### src/rtl/mips16_pkg.sv
// mips16_pkg: shared widths and types for the MIPS16 datapath blocks
package mips16_pkg;
    localparam int DATA_W   = 16;
    localparam int ADDR_W   = 3;
    localparam int NUM_REGS = 1 << ADDR_W;
    typedef logic [DATA_W-1:0] word_t;
    typedef logic [ADDR_W-1:0] reg_addr_t;
endpackage

### src/rtl/regfile_scoreboard.sv
// regfile_scoreboard: per-register busy bits, hazard detection and issue stall
//   Ports: i_clk, i_rst_n (async active-low); i_rd_en, i_rs_addr, i_rt_addr issue request;
//   i_rsv_en, i_rsv_addr destination reservation; i_wb_en, i_wb_addr writeback release;
//   o_stall combinational issue refusal; o_busy scoreboard bits.
//   Macro REGFILE_BYPASS_EN: a same-cycle writeback clears the RAW hazard on its register.
module regfile_scoreboard
    import mips16_pkg::*;
(
    input  logic                i_clk,
    input  logic                i_rst_n,
    input  logic                i_rd_en,
    input  reg_addr_t           i_rs_addr,
    input  reg_addr_t           i_rt_addr,
    input  logic                i_rsv_en,
    input  reg_addr_t           i_rsv_addr,
    input  logic                i_wb_en,
    input  reg_addr_t           i_wb_addr,
    output logic                o_stall,
    output logic [NUM_REGS-1:0] o_busy
);
    logic [NUM_REGS-1:0] r_busy;
    logic [NUM_REGS-1:0] w_set;
    logic [NUM_REGS-1:0] w_clr;
    logic                w_hz_s;
    logic                w_hz_t;
    logic                w_accept;
`ifdef REGFILE_BYPASS_EN
    assign w_hz_s = r_busy[i_rs_addr] & ~(i_wb_en & (i_wb_addr == i_rs_addr));
    assign w_hz_t = r_busy[i_rt_addr] & ~(i_wb_en & (i_wb_addr == i_rt_addr));
`else
    assign w_hz_s = r_busy[i_rs_addr];
    assign w_hz_t = r_busy[i_rt_addr];
`endif
    // WAW check is never bypassed: the destination must be fully released first
    assign o_stall  = i_rd_en & (w_hz_s | w_hz_t | (i_rsv_en & r_busy[i_rsv_addr]));
    assign w_accept = i_rd_en & ~o_stall;
    // R0 is never reserved, so BUSY[0] stays clear
    assign w_set = (w_accept & i_rsv_en & (i_rsv_addr != '0)) ? NUM_REGS'(1) << i_rsv_addr : '0;
    assign w_clr = i_wb_en ? NUM_REGS'(1) << i_wb_addr : '0;
    assign o_busy = r_busy;
    // set applied after clear so a same-edge reservation wins
    always_ff @(posedge i_clk or negedge i_rst_n)
        if (!i_rst_n) r_busy <= '0;
        else          r_busy <= (r_busy & ~w_clr) | w_set;
endmodule

### src/rtl/regfile_operand_stage.sv
// regfile_operand_stage: 8x16 register file with registered operand fetch and hazard stall
//   Ports: i_clk, i_rst_n (async active-low); i_rd_en, i_rs_addr, i_rt_addr issue;
//   i_rsv_en, i_rsv_addr destination reservation; o_stall issue refused;
//   o_rs, o_rt, o_rd_valid registered operands; i_wb_en, i_wb_addr, i_wb_data writeback;
//   o_busy scoreboard bits.
//   Macro REGFILE_BYPASS_EN: same-cycle writeback data forwarded into operand capture.
module regfile_operand_stage
    import mips16_pkg::*;
(
    input  logic                i_clk,
    input  logic                i_rst_n,
    input  logic                i_rd_en,
    input  reg_addr_t           i_rs_addr,
    input  reg_addr_t           i_rt_addr,
    input  logic                i_rsv_en,
    input  reg_addr_t           i_rsv_addr,
    output logic                o_stall,
    output word_t               o_rs,
    output word_t               o_rt,
    output logic                o_rd_valid,
    input  logic                i_wb_en,
    input  reg_addr_t           i_wb_addr,
    input  word_t               i_wb_data,
    output logic [NUM_REGS-1:0] o_busy
);
    word_t r_regs [NUM_REGS];
    word_t w_rs_data;
    word_t w_rt_data;
    logic  w_accept;
    regfile_scoreboard u_sb (
        .i_clk      (i_clk),
        .i_rst_n    (i_rst_n),
        .i_rd_en    (i_rd_en),
        .i_rs_addr  (i_rs_addr),
        .i_rt_addr  (i_rt_addr),
        .i_rsv_en   (i_rsv_en),
        .i_rsv_addr (i_rsv_addr),
        .i_wb_en    (i_wb_en),
        .i_wb_addr  (i_wb_addr),
        .o_stall    (o_stall),
        .o_busy     (o_busy)
    );
    assign w_accept = i_rd_en & ~o_stall;
`ifdef REGFILE_BYPASS_EN
    assign w_rs_data = (i_wb_en && i_wb_addr == i_rs_addr && i_rs_addr != '0) ? i_wb_data : r_regs[i_rs_addr];
    assign w_rt_data = (i_wb_en && i_wb_addr == i_rt_addr && i_rt_addr != '0) ? i_wb_data : r_regs[i_rt_addr];
`else
    assign w_rs_data = r_regs[i_rs_addr];
    assign w_rt_data = r_regs[i_rt_addr];
`endif
    // R0 is never written, so it reads zero from the array
    always_ff @(posedge i_clk or negedge i_rst_n)
        if (!i_rst_n) begin
            for (int i = 0; i < NUM_REGS; i++) r_regs[i] <= '0;
        end else if (i_wb_en && i_wb_addr != '0) begin
            r_regs[i_wb_addr] <= i_wb_data;
        end
    always_ff @(posedge i_clk or negedge i_rst_n)
        if (!i_rst_n) begin
            o_rs       <= '0;
            o_rt       <= '0;
            o_rd_valid <= 1'b0;
        end else begin
            o_rd_valid <= w_accept;
            if (w_accept) begin
                o_rs <= w_rs_data;
                o_rt <= w_rt_data;
            end
        end
endmodule

### config.mk
export PLATFORM = sky130hd
export DESIGN_NAME = regfile_operand_stage
export DESIGN_NICKNAME = d
export VERILOG_FILES = /design/src/rtl/mips16_pkg.sv /design/src/rtl/regfile_scoreboard.sv /design/src/rtl/regfile_operand_stage.sv
export SDC_FILE = /design/constraint.sdc
export NUM_CORES = 1
export LEC_CHECK = 0
export ABC_AREA = 1
export CAP_MARGIN = 30
export CELL_PAD_IN_SITES_DETAIL_PLACEMENT = 1
export CELL_PAD_IN_SITES_GLOBAL_PLACEMENT = 1
export CORE_ASPECT_RATIO = 1.2
export CORE_MARGIN = 4
export CORE_UTILIZATION = 48
export CTS_BUF_LIST = sky130_fd_sc_hd__clkbuf_4 sky130_fd_sc_hd__clkbuf_8
export DETAILED_ROUTE_END_ITERATION = 6
export MAX_ROUTING_LAYER = met4
export PLACE_DENSITY = 0.87
export SETUP_SLACK_MARGIN = 0.2
export SLEW_MARGIN = 20
export SYNTH_ARGS = -nofsm -noshare
export SYNTH_HDL_FRONTEND = slang
export SYNTH_SLANG_ARGS = --single-unit
### constraint.sdc
create_clock -name i_clk -period 2.3 [get_ports i_clk]
set_clock_uncertainty 0.2 [all_clocks]
set_input_delay 0.345 -clock i_clk [delete_from_list [all_inputs] [get_ports i_clk]]
set_output_delay 0.345 -clock i_clk [all_outputs]
set_load 0.02 [all_outputs]
==> results of run 1 <==
[where the power goes]
group | switching, mW | internal [mW]
registers | 0.385 | 3.60
clock network | 1.27 | 0.934
logic | 1.53 | 1.04
total | 3.18 | 5.58
[cell families (layout without fill, tap and decap cells)]
kind of cell,Yosys count,in the layout
DFF,169,169
AOI/OAI and AO/OA,410,410
buffers and inverters,188,264
and+or+nand+nor,351,351
[layout by cell type (no fill, tap or decap), types with 2 or more instances in the layout]
master           count
inv_6                5
clkinvlp_4           2
buf_4               58
buf_2                2
inv_8                4
clkbuf_8            18
buf_6                2
a21oi_1             76
nor2_2               3
dlygate4sd2_1        9
nand2_2             12
nand3_2             12
a31oi_1             32
nor2_1              90
o211ai_1            32
nand2_1            218
inv_2                3
inv_1               89
buf_12               9
o21ai_0            260
o21bai_1             7
nand3_1             11
dfrtp_2              6
dfrtp_1            163
clkinv_4             2
clkdlybuf4s50_1     58
[through the flow]
stage / setup TNS (ns) / hold WS, ns / setup slack [ns] / power [mW]
floorplan: 0 / -0.151 / 0.390 / 5.31
global placement: -3.68 / 0.137 / -0.533 / 6.41
detailed placement: -5.37 / 0.144 / -0.554 / 6.55
CTS: -0.0398 / 0.184 / -0.0398 / 8.78
global route: -0.0663 / 0.223 / -0.0663 / 9.27
finish: 0 / 0.184 / 0.00885 / 8.77
[sequential cells by signal, indices dropped and copies added, names as in the netlist]
register	count
r_regs	128
o_rt	16
o_rd_valid	1
o_rs	16
u_sb.o_busy	8
[layer usage]
| metal | part of all wire, % | wire [um] |
|---|---|---|
| met1 | 40 | 11800 |
| met2 | 51 | 14900 |
| met3 | 4.4 | 1280 |
| met4 | 4.6 | 1350 |
| met5 | 0 | 0 |
[layout make-up]
| type | instances | area, um2 |
|---|---|---|
| fill | 2207 | 7240 |
| sequential | 169 | 4240 |
| multi-input combinational | 761 | 3680 |
| timing repair buffer | 140 | 1330 |
| inverter | 92 | 345 |
| tap | 220 | 275 |
| clock buffer | 18 | 248 |
| clock inverter | 14 | 151 |
[worst max path at each step]
stage,to
final,o_stall
after floorplan,o_stall
after global placement,o_stall
after CTS,o_stall
after global routing,o_stall
after detailed placement,o_stall
[timing repair]
action | CTS | global route
buffers inserted | 2 | 1
cloned | 0 | 0
pin swaps | 6 | 17
endpoints found under the hold margin | 47 | 0
hold buffers | 1 | 0
resized for setup | 21 | 25
endpoints found under the setup margin | 9 | 3
==> results.py, run 1 <==
metrics = {
    "global_routing": {
        "grt_util_met2_pct": 50.9,
        "grt-busiest-layer": "met2",
        "grt_start_max_net_pins": 77,
        "grt_first_pass_wirelength_mm": 47.2,
        "antenna_found_initial": 0,
        "grt_usage_pct": 31.0,
        "grt_pass1_vias": 8904,
        "met3_usage_pct": 5.18,
        "use_met1_pct": 36.8,
        "grt_overflow": 0,
    },
    "clock_network": {
        "clock_sinks": 169,
        "clkLatencyLatePin_ns": 0.48,
        "cts_tree": "done",
        "cts.clk_slew.worst_paths_ns": 0.10,
        "cts_made_buffers": 17,
        "clockRootBuffer": "clkbuf_8",
        "cts_htree_levels": 4,
        "clockBufferDepth": 2,
    },
    "synthesis": {
        "synthSimpleGateAreaFrac_pct": 16.2,
        "synthFlopType": "dfrtp_1",
        "synth_top_family_by_area": "compound AO/OA/AOI/OAI gates",
        "synth_mux_area_share_pct": 0,
        "yosysWarnings": 0,
        "syn_area_per_cell_um2": 7.67,
        "synth_area_um2": 8580,
        "synth_xor_xnor_area_share_pct": 0,
        "yosysSeqAreaShare_pct": 49.3,
        "yosys.cell_types.count": 24,
        "synth-edff-count": 0,
        "synth-seq-cells": 169,
        "synth-adder-area-share_pct": 0,
        "synth_compound_area_share_pct": 25.6,
        "synth_cells": 1118,
        "async_reset_ff_share_pct": 100,
        "synth_top_area_share_pct": 49.3,
        "synth_top_area_cell": "dfrtp_1",
        "synth_commonest_cells": "o21ai_0 (260), nand2_1 (228), dfrtp_1 (169)",
        "synth_most_common_cell": "o21ai_0",
        "synth_area_leaders": "dfrtp_1 (49%), o21ai_0 (15%), nand2_1 (10%), a21oi_1 (4.5%), nor2_1 (4.1%)",
        "syn_nets": 1151,
    },
    "finish": {
        "syn_to_final_growth_pct": 19.8,
        "layout-drive-gt1-share_pct": 12.1,
        "nets": 1214,
        "design_area_um2": 10300,
        "fin_cells": 1414,
        "num_antenna_cells": 0,
        "fin_util_pct": 58.7,
    },
    "pwr": {
        "power.density_nw_per_um2": 854,
        "ir_worst_vdd_uv": 465,
        "p_leak_nw": 4.68,
    },
    "min_path": {
        "hold_path_class": "in2async",
    },
    "place": {
        "io_buffers": 74,
        "hpwl_mm": 18.6,
        "gp_congestion": 0.913,
        "place_area_um2": 9750,
        "place_inst": 1378,
    },
    "timing": {
        "finalMaxSlewViolations": 0,
        "tightest_slew_ns": 0.796,
        "max_slew_margin_pct": 46.9,
        "timing.final.crit_share_pct": 99.6,
        "hold_viol": 0,
        "rsz0062_at_grt": "true",
        "fin_crit_ns": 2.29,
        "setup_violations": 0,
        "fmax_mhz": 436,
    },
    "detailed_routing": {
        "num_vias": 8307,
        "drc": 0,
        "drtIter0Drc": 520,
        "wl_per_cell_um": 20.7,
        "avgViaCountPerCell": 5.87,
        "detail-route-antenna-nets": 0,
        "routed_wl_mm": 29.3,
        "firstDrtPassIters": 5,
    },
    "floorplanning": {
        "die_area_um2": 20100,
        "io_pins": 75,
        "die-height_um": 154,
        "start_util_pct": 49.0,
        "core_um2": 17500,
        "fp.dieW_um": 130,
        "std_cell_rows": 53,
    },
    "outcome": {
        "status": "completed",
    },
    "critical_path": {
        "cp.buffers_inverters": 2,
        "reg2reg_depth": 10,
        "cp.required_ns": 1.75,
        "setup.worst_path.start": "u_sb.o_busy[6]",
        "worst_ep_arrival_time_ns": 1.75,
        "path_depth": 8,
        "r2r_slack_ns": 0.29,
        "cp_slowest_cell": "dfrtp_2",
        "crit_fanout": 4,
        "reg2reg_to": "o_rt[11]",
        "criticalPathCategory": "reg2out",
        "r2r-start": "u_sb.o_busy[6]",
        "cp_cell_sequence": "nand2_2, nand3_2, nand3_2, nand2_2, nor2_4, a21oi_2, buf_4, buf_6",
        "path_delay_family": "simple AND/OR/NAND/NOR gates",
        "worstSetupStartpointType": "flop",
        "end_kind": "output pin",
        "critPathMaxStageDelay_ns": 0.46,
    },
    "job": {
        "drv_cap": 0,
    },
}
Note: power is estimated with default switching activity, not from simulation.
==> inputs of run 2 (changes only) <==
--- a/config.mk
+++ b/config.mk
@@ -7,11 +7,11 @@
 export LEC_CHECK = 0
 export ABC_AREA = 1
 export CAP_MARGIN = 30
-export CELL_PAD_IN_SITES_DETAIL_PLACEMENT = 1
-export CELL_PAD_IN_SITES_GLOBAL_PLACEMENT = 1
+export CELL_PAD_IN_SITES_DETAIL_PLACEMENT = 2
+export CELL_PAD_IN_SITES_GLOBAL_PLACEMENT = 2
 export CORE_ASPECT_RATIO = 1.2
 export CORE_MARGIN = 4
-export CORE_UTILIZATION = 48
+export CORE_UTILIZATION = 38
 export CTS_BUF_LIST = sky130_fd_sc_hd__clkbuf_4 sky130_fd_sc_hd__clkbuf_8
 export DETAILED_ROUTE_END_ITERATION = 6
 export MAX_ROUTING_LAYER = met4
==> run 2 against run 1 <==
  * Via count up 3.9%
  * Design area up 0.41%
  * Combinational power up 5%
  * Largest power group unchanged
  * Clock-buffer cell count down 1
  * Highest routed layer unchanged
  * Sequential share of layout area down 0.16 points
  * Non-clock buffer count up 1
  * Die area up 25%
  * Fmax up 0.91%
==> results.py, run 2 (same netlist as run 1, synthesis figures left out) <==
metrics = {
    "detailed_routing": {
        "avgViaCountPerCell": 5.88,
        "drc": 0,
        "wl_per_cell_um": 24.5,
        "drtIter0Drc": 562,
        "num_vias": 8632,
        "routed_wl_mm": 36.0,
        "firstDrtPassIters": 5,
        "detail-route-antenna-nets": 0,
    },
    "critical_path": {
        "critPathMaxStageDelay_ns": 0.48,
        "crit_fanout": 5,
        "cp_common_cell": "nand3_1",
        "cp.required_ns": 1.75,
        "worstSetupStartpointType": "flop",
        "end_kind": "output pin",
        "criticalPathCategory": "reg2out",
        "reg2reg_depth": 10,
        "cp_slowest_cell": "dfrtp_2",
        "cp_cell_sequence": "nand2_1, nand3_1, nand3_1, nand2_2, nor2_4, a21oi_2, buf_6",
        "worst_ep_arrival_time_ns": 1.73,
    },
    "timing": {
        "max_slew_margin_pct": 56.4,
        "setup_violations": 0,
        "timing.final.crit_share_pct": 98.7,
        "hold_viol": 0,
        "finalMaxSlewViolations": 0,
        "hold_slack_ns": 0.111,
        "fin_crit_ns": 2.27,
        "tightest_slew_ns": 0.654,
        "fmax_mhz": 440,
        "rsz0062_at_grt": "true",
    },
    "pwr": {
        "p_leak_nw": 4.70,
        "power.density_nw_per_um2": 865,
        "ir_worst_vdd_uv": 473,
    },
    "finish": {
        "syn_to_final_growth_pct": 20.3,
        "num_antenna_cells": 0,
        "regMostFlops": "r_regs",
        "layout-drive-gt1-share_pct": 11.1,
        "fin_cells": 1469,
        "fillers": 2464,
        "design_area_um2": 10300,
        "mostFrequentLayoutCell": "o21ai_0",
        "most-common-layout-cells": "o21ai_0 (256), nand2_1 (223), dfrtp_1 (162), inv_1 (90), nor2_1 (90)",
        "largest_register_ff_count": 128,
        "largest_registers": "r_regs: 128 flops, o_rs: 16 flops, o_rt: 16 flops",
        "nets": 1215,
    },
    "global_routing": {
        "grt_first_pass_wirelength_mm": 57.0,
        "grt_pass1_vias": 9910,
        "grt_start_max_net_pins": 109,
        "grt_overflow": 0,
        "antenna_found_initial": 0,
        "grt_usage_pct": 29.8,
    },
    "outcome": {
        "status": "completed",
    },
    "place": {
        "hpwl_mm": 21.6,
        "place_area_um2": 9830,
        "gp_congestion": 0.833,
        "io_buffers": 74,
        "place_inst": 1431,
    },
    "floorplanning": {
        "fp.dieW_um": 145,
        "start_util_pct": 39.1,
        "core_um2": 21900,
        "io_pins": 75,
        "die_area_um2": 25000,
        "std_cell_rows": 59,
        "die-height_um": 173,
    },
    "clock_network": {
        "cts.clk_slew.worst_paths_ns": 0.11,
        "clockBufferDepth": 2,
        "clockRootBuffer": "clkbuf_8",
        "cts_made_buffers": 17,
        "cts_tree": "done",
        "cts_htree_levels": 4,
        "clock_sinks": 169,
        "clkLatencyLatePin_ns": 0.51,
    },
    "min_path": {
        "hold_path_class": "in2async",
    },
    "job": {
        "drv_cap": 0,
    },
}
## run 2: cell count changes in the layout (fill, tap and decap cells not counted), sizes merged, moves of 2 or more
| cell | change |
|---|---|
| clkdlybuf4s50 | -3 |
| clkinv | +3 |
| clkinvlp | -2 |
| dlymetal6s2s | +2 |
## run 2: path summary, 6_finish.rpt
kind / endpoint / slack [ns] / from
max reg2reg: o_rs[11] / 0.29 / u_sb.o_busy[5]
min reg2reg: r_regs[117] / 0.22 / r_regs[117]
min in group i_clk: r_regs[117] / 0.22 / r_regs[117]
max in group asynchronous: r_regs[21] / 1.10 / i_rst_n
min: u_sb.o_busy[0] / 0.11 / i_rst_n
max: o_stall / 0.03 / u_sb.o_busy[5]
## run 2: stage by stage
step                      worst slack [ns]  setup TNS [ns]  utilization, %  power, mW
after global placement              -0.521           -2.49            44.9       6.48
after global routing               -0.0706         -0.0706            47.0       9.42
after detailed placement            -0.545           -6.98            44.9       6.67
after CTS                          0.00710               0            46.9       8.95
after floorplan                      0.390               0               -       5.31
final                               0.0295               0            47.0       8.92
## run 2: area by class of cell
type	count	area (um2)	area share, %
repair buffers	141	1370	13.2
inverters	92	345	3.35
well taps	274	343	3.32
clock inverters	15	150	1.46
multi-input cells	761	3640	35.3
flip-flops and latches	169	4240	41.1
clock buffers	17	234	2.27
## run 2: repair_timing
action | CTS | global route
setup buffers | 3 | 2
gates resized for setup | 31 | 10
endpoints found under the setup margin | 9 | 6
pin swaps | 13 | 6
hold buffers | 1 | 0
hold endpoints to repair | 158 | 0
## run 2: metal layers
| layer | track usage (%) | up-vias | wire [um] |
|---|---|---|---|
| li1 | - | 3830 | - |
| met1 | 32.5 | 4435 | 13800 |
| met2 | 52.1 | 261 | 18800 |
| met3 | 3.93 | 106 | 1280 |
| met4 | 17.4 | 0 | 2090 |
| met5 | - | - | 0 |
## run 2: critical path, delay by kind of cell (launching register included)
kind / cells / cell delay [ns]
DFF: 1 / 0.48
and+or+nand+nor: 5 / 0.51
buffers and inverters: 1 / 0.13
AOI/OAI and AO/OA: 1 / 0.08
## run 2: power by group
group | leakage [nW] | internal (mW) | total, mW | switching [mW]
clock network | 0.200 | 0.814 | 2.19 | 1.38
registers | 2.10 | 3.60 | 4.03 | 0.425
logic | 2.40 | 1.05 | 2.70 | 1.65
total | 4.70 | 5.47 | 8.92 | 3.45
==> inputs of run 3 (changes only) <==
--- a/config.mk
+++ b/config.mk
@@ -11,11 +11,11 @@
 export CELL_PAD_IN_SITES_GLOBAL_PLACEMENT = 2
 export CORE_ASPECT_RATIO = 1.2
 export CORE_MARGIN = 4
-export CORE_UTILIZATION = 38
+export CORE_UTILIZATION = 35
 export CTS_BUF_LIST = sky130_fd_sc_hd__clkbuf_4 sky130_fd_sc_hd__clkbuf_8
 export DETAILED_ROUTE_END_ITERATION = 6
 export MAX_ROUTING_LAYER = met4
-export PLACE_DENSITY = 0.87
+export PLACE_DENSITY = 0.81
 export SETUP_SLACK_MARGIN = 0.2
 export SLEW_MARGIN = 20
 export SYNTH_ARGS = -nofsm -noshare
==> run 3 against run 2 <==
  * Sequential power about the same
  * Critical path type unchanged
  * Die area increased by 8.1%
  * First-iteration DRC count decreased by 12%
  * Total power increased by 0.11%
  * Non-clock buffer count increased by 9
  * Final cell count increased by 3.7%
  * Largest cell class unchanged
  * Core utilization decreased by 3.1 points
  * Global-route usage decreased by 3.8 points
  * Fmax increased by 3.2%
==> results.py, run 3 (same netlist as run 1, synthesis figures left out) <==
metrics = {
    "outcome": {
        "status": "completed",
    },
    "timing": {
        "fmax_mhz": 454,
        "rsz0062_at_grt": "true",
        "hold_viol": 0,
        "timing.final.crit_share_pct": 95.7,
        "max_slew_margin_pct": 63.9,
        "fin_crit_ns": 2.20,
        "setup_violations": 0,
        "setup_tns_ns": 0,
        "tightest_slew_ns": 0.541,
        "finalMaxSlewViolations": 0,
    },
    "critical_path": {
        "path_depth": 7,
        "worst_ep_arrival_time_ns": 1.66,
        "reg2reg_depth": 12,
        "setup.worst_path.end": "o_stall",
        "critPathMaxStageDelay_ns": 0.47,
        "end_kind": "output pin",
        "path_delay_family": "simple AND/OR/NAND/NOR gates",
        "r2r-start": "u_sb.o_busy[0]",
        "setup.worst_path.start": "u_sb.o_busy[0]",
        "cp.required_ns": 1.75,
        "criticalPathCategory": "reg2out",
        "crit_fanout": 5,
        "cp_cell_sequence": "nand2_1, nand3_2, nand3_2, nand2_2, nor2_4, a21oi_2, buf_6",
        "cp_common_cell": "nand3_2",
        "cp_slowest_cell": "dfrtp_2",
        "r2r_slack_ns": 0.15,
        "worstSetupStartpointType": "flop",
        "cp.buffers_inverters": 1,
        "reg2reg_to": "o_rt[1]",
    },
    "floorplanning": {
        "fp.dieW_um": 151,
        "io_pins": 75,
        "start_util_pct": 35.7,
        "core_um2": 24000,
        "die_area_um2": 27100,
        "std_cell_rows": 62,
        "die-height_um": 179,
    },
    "clock_network": {
        "clockRootBuffer": "clkbuf_8",
        "cts.clk_slew.worst_paths_ns": 0.10,
        "clkLatencyLatePin_ns": 0.47,
        "clock_sinks": 169,
        "cts_htree_levels": 4,
        "clockBufferDepth": 2,
        "cts_made_buffers": 17,
        "cts_tree": "done",
    },
    "finish": {
        "fin_cells": 1524,
        "regMostFlops": "r_regs",
        "most-common-layout-cells": "o21ai_0 (248), nand2_1 (216), dfrtp_1 (161), inv_1 (90), nor2_1 (89)",
        "syn_to_final_growth_pct": 23.3,
        "num_antenna_cells": 0,
        "largest_registers": "r_regs: 128 flops, o_rs: 16 flops, o_rt: 16 flops",
        "nets": 1224,
        "largest_register_ff_count": 128,
        "design_area_um2": 10600,
        "mostFrequentLayoutCell": "o21ai_0",
        "layout-drive-gt1-share_pct": 13.4,
        "fillers": 2759,
    },
    "place": {
        "place_inst": 1481,
        "io_buffers": 74,
        "gp_congestion": 0.798,
        "hpwl_mm": 21.6,
        "place_area_um2": 9950,
    },
    "global_routing": {
        "grt_start_max_net_pins": 113,
        "grt_overflow": 0,
        "antenna_found_initial": 0,
        "grt_pass1_vias": 9385,
        "grt_first_pass_wirelength_mm": 53.5,
        "grt_usage_pct": 26.0,
    },
    "job": {
        "drv_cap": 0,
    },
    "min_path": {
        "hold_path_class": "in2async",
    },
    "detailed_routing": {
        "avgViaCountPerCell": 5.56,
        "routed_wl_mm": 34.1,
        "num_vias": 8479,
        "drtIter0Drc": 496,
        "drc": 0,
        "detail-route-antenna-nets": 0,
        "firstDrtPassIters": 4,
        "wl_per_cell_um": 22.4,
    },
    "pwr": {
        "p_leak_nw": 4.78,
        "power.density_nw_per_um2": 845,
        "ir_worst_vdd_uv": 367,
    },
}
run 3: layout make-up:
cell class              instances  area [um2]  share of cell area (%)
multi-input cells             761        3710                    35.1
inverters                      92         345                    3.27
clock inverters                14         148                    1.40
well taps                     320         400                    3.79
clock buffers                  18         248                    2.34
flip-flops and latches        169        4240                    40.1
repair buffers                150        1480                    14.0
run 3: routing by layer:
| metal | track usage (%) | vias to the layer above | routed length [um] |
|---|---|---|---|
| li1 | - | 3855 | - |
| met1 | 30.7 | 4402 | 14000 |
| met2 | 44.0 | 157 | 17800 |
| met3 | 2.97 | 65 | 859 |
| met4 | 12.0 | 0 | 1440 |
| met5 | - | - | 0 |
run 3: timing repair:
item | in CTS | in global routing
setup buffers | 5 | 4
gates resized for setup | 30 | 41
pin swaps | 3 | 17
setup endpoints to repair | 11 | 35
gates cloned | 0 | 1
hold endpoints to repair | 169 | 0
hold buffers | 1 | 0
run 3: worst min-delay path by stage:
stage          startpoint         end  slack [ns]  cells past startpoint
4_1_cts           i_rst_n  r_regs[90]        0.11                      2
2_1_floorplan     i_rst_n  o_rd_valid       -0.15                      0
3_5_place_dp      i_rst_n  r_regs[90]        0.07                      1
5_1_grt           i_rst_n  r_regs[90]        0.14                      2
6_report          i_rst_n  r_regs[90]        0.13                      2
3_3_place_gp      i_rst_n  r_regs[74]        0.07                      1
run 3: power breakdown:
group | internal, mW | switching [mW]
Sequential | 3.61 | 0.404
Combinational | 1.09 | 1.61
Clock | 0.934 | 1.29
Total | 5.63 | 3.30
run 3: per-stage QoR:
step | util [%] | setup WS [ns] | hold slack (ns) | power, mW
after floorplan | - | 0.390 | -0.151 | 5.31
after global placement | 41.4 | -0.428 | 0.0731 | 6.51
after CTS | 43.3 | 0.0753 | 0.111 | 8.93
after global routing | 44.0 | -0.0267 | 0.143 | 9.50
final | 44.0 | 0.0993 | 0.131 | 8.93
after detailed placement | 41.4 | -0.506 | 0.0702 | 6.67
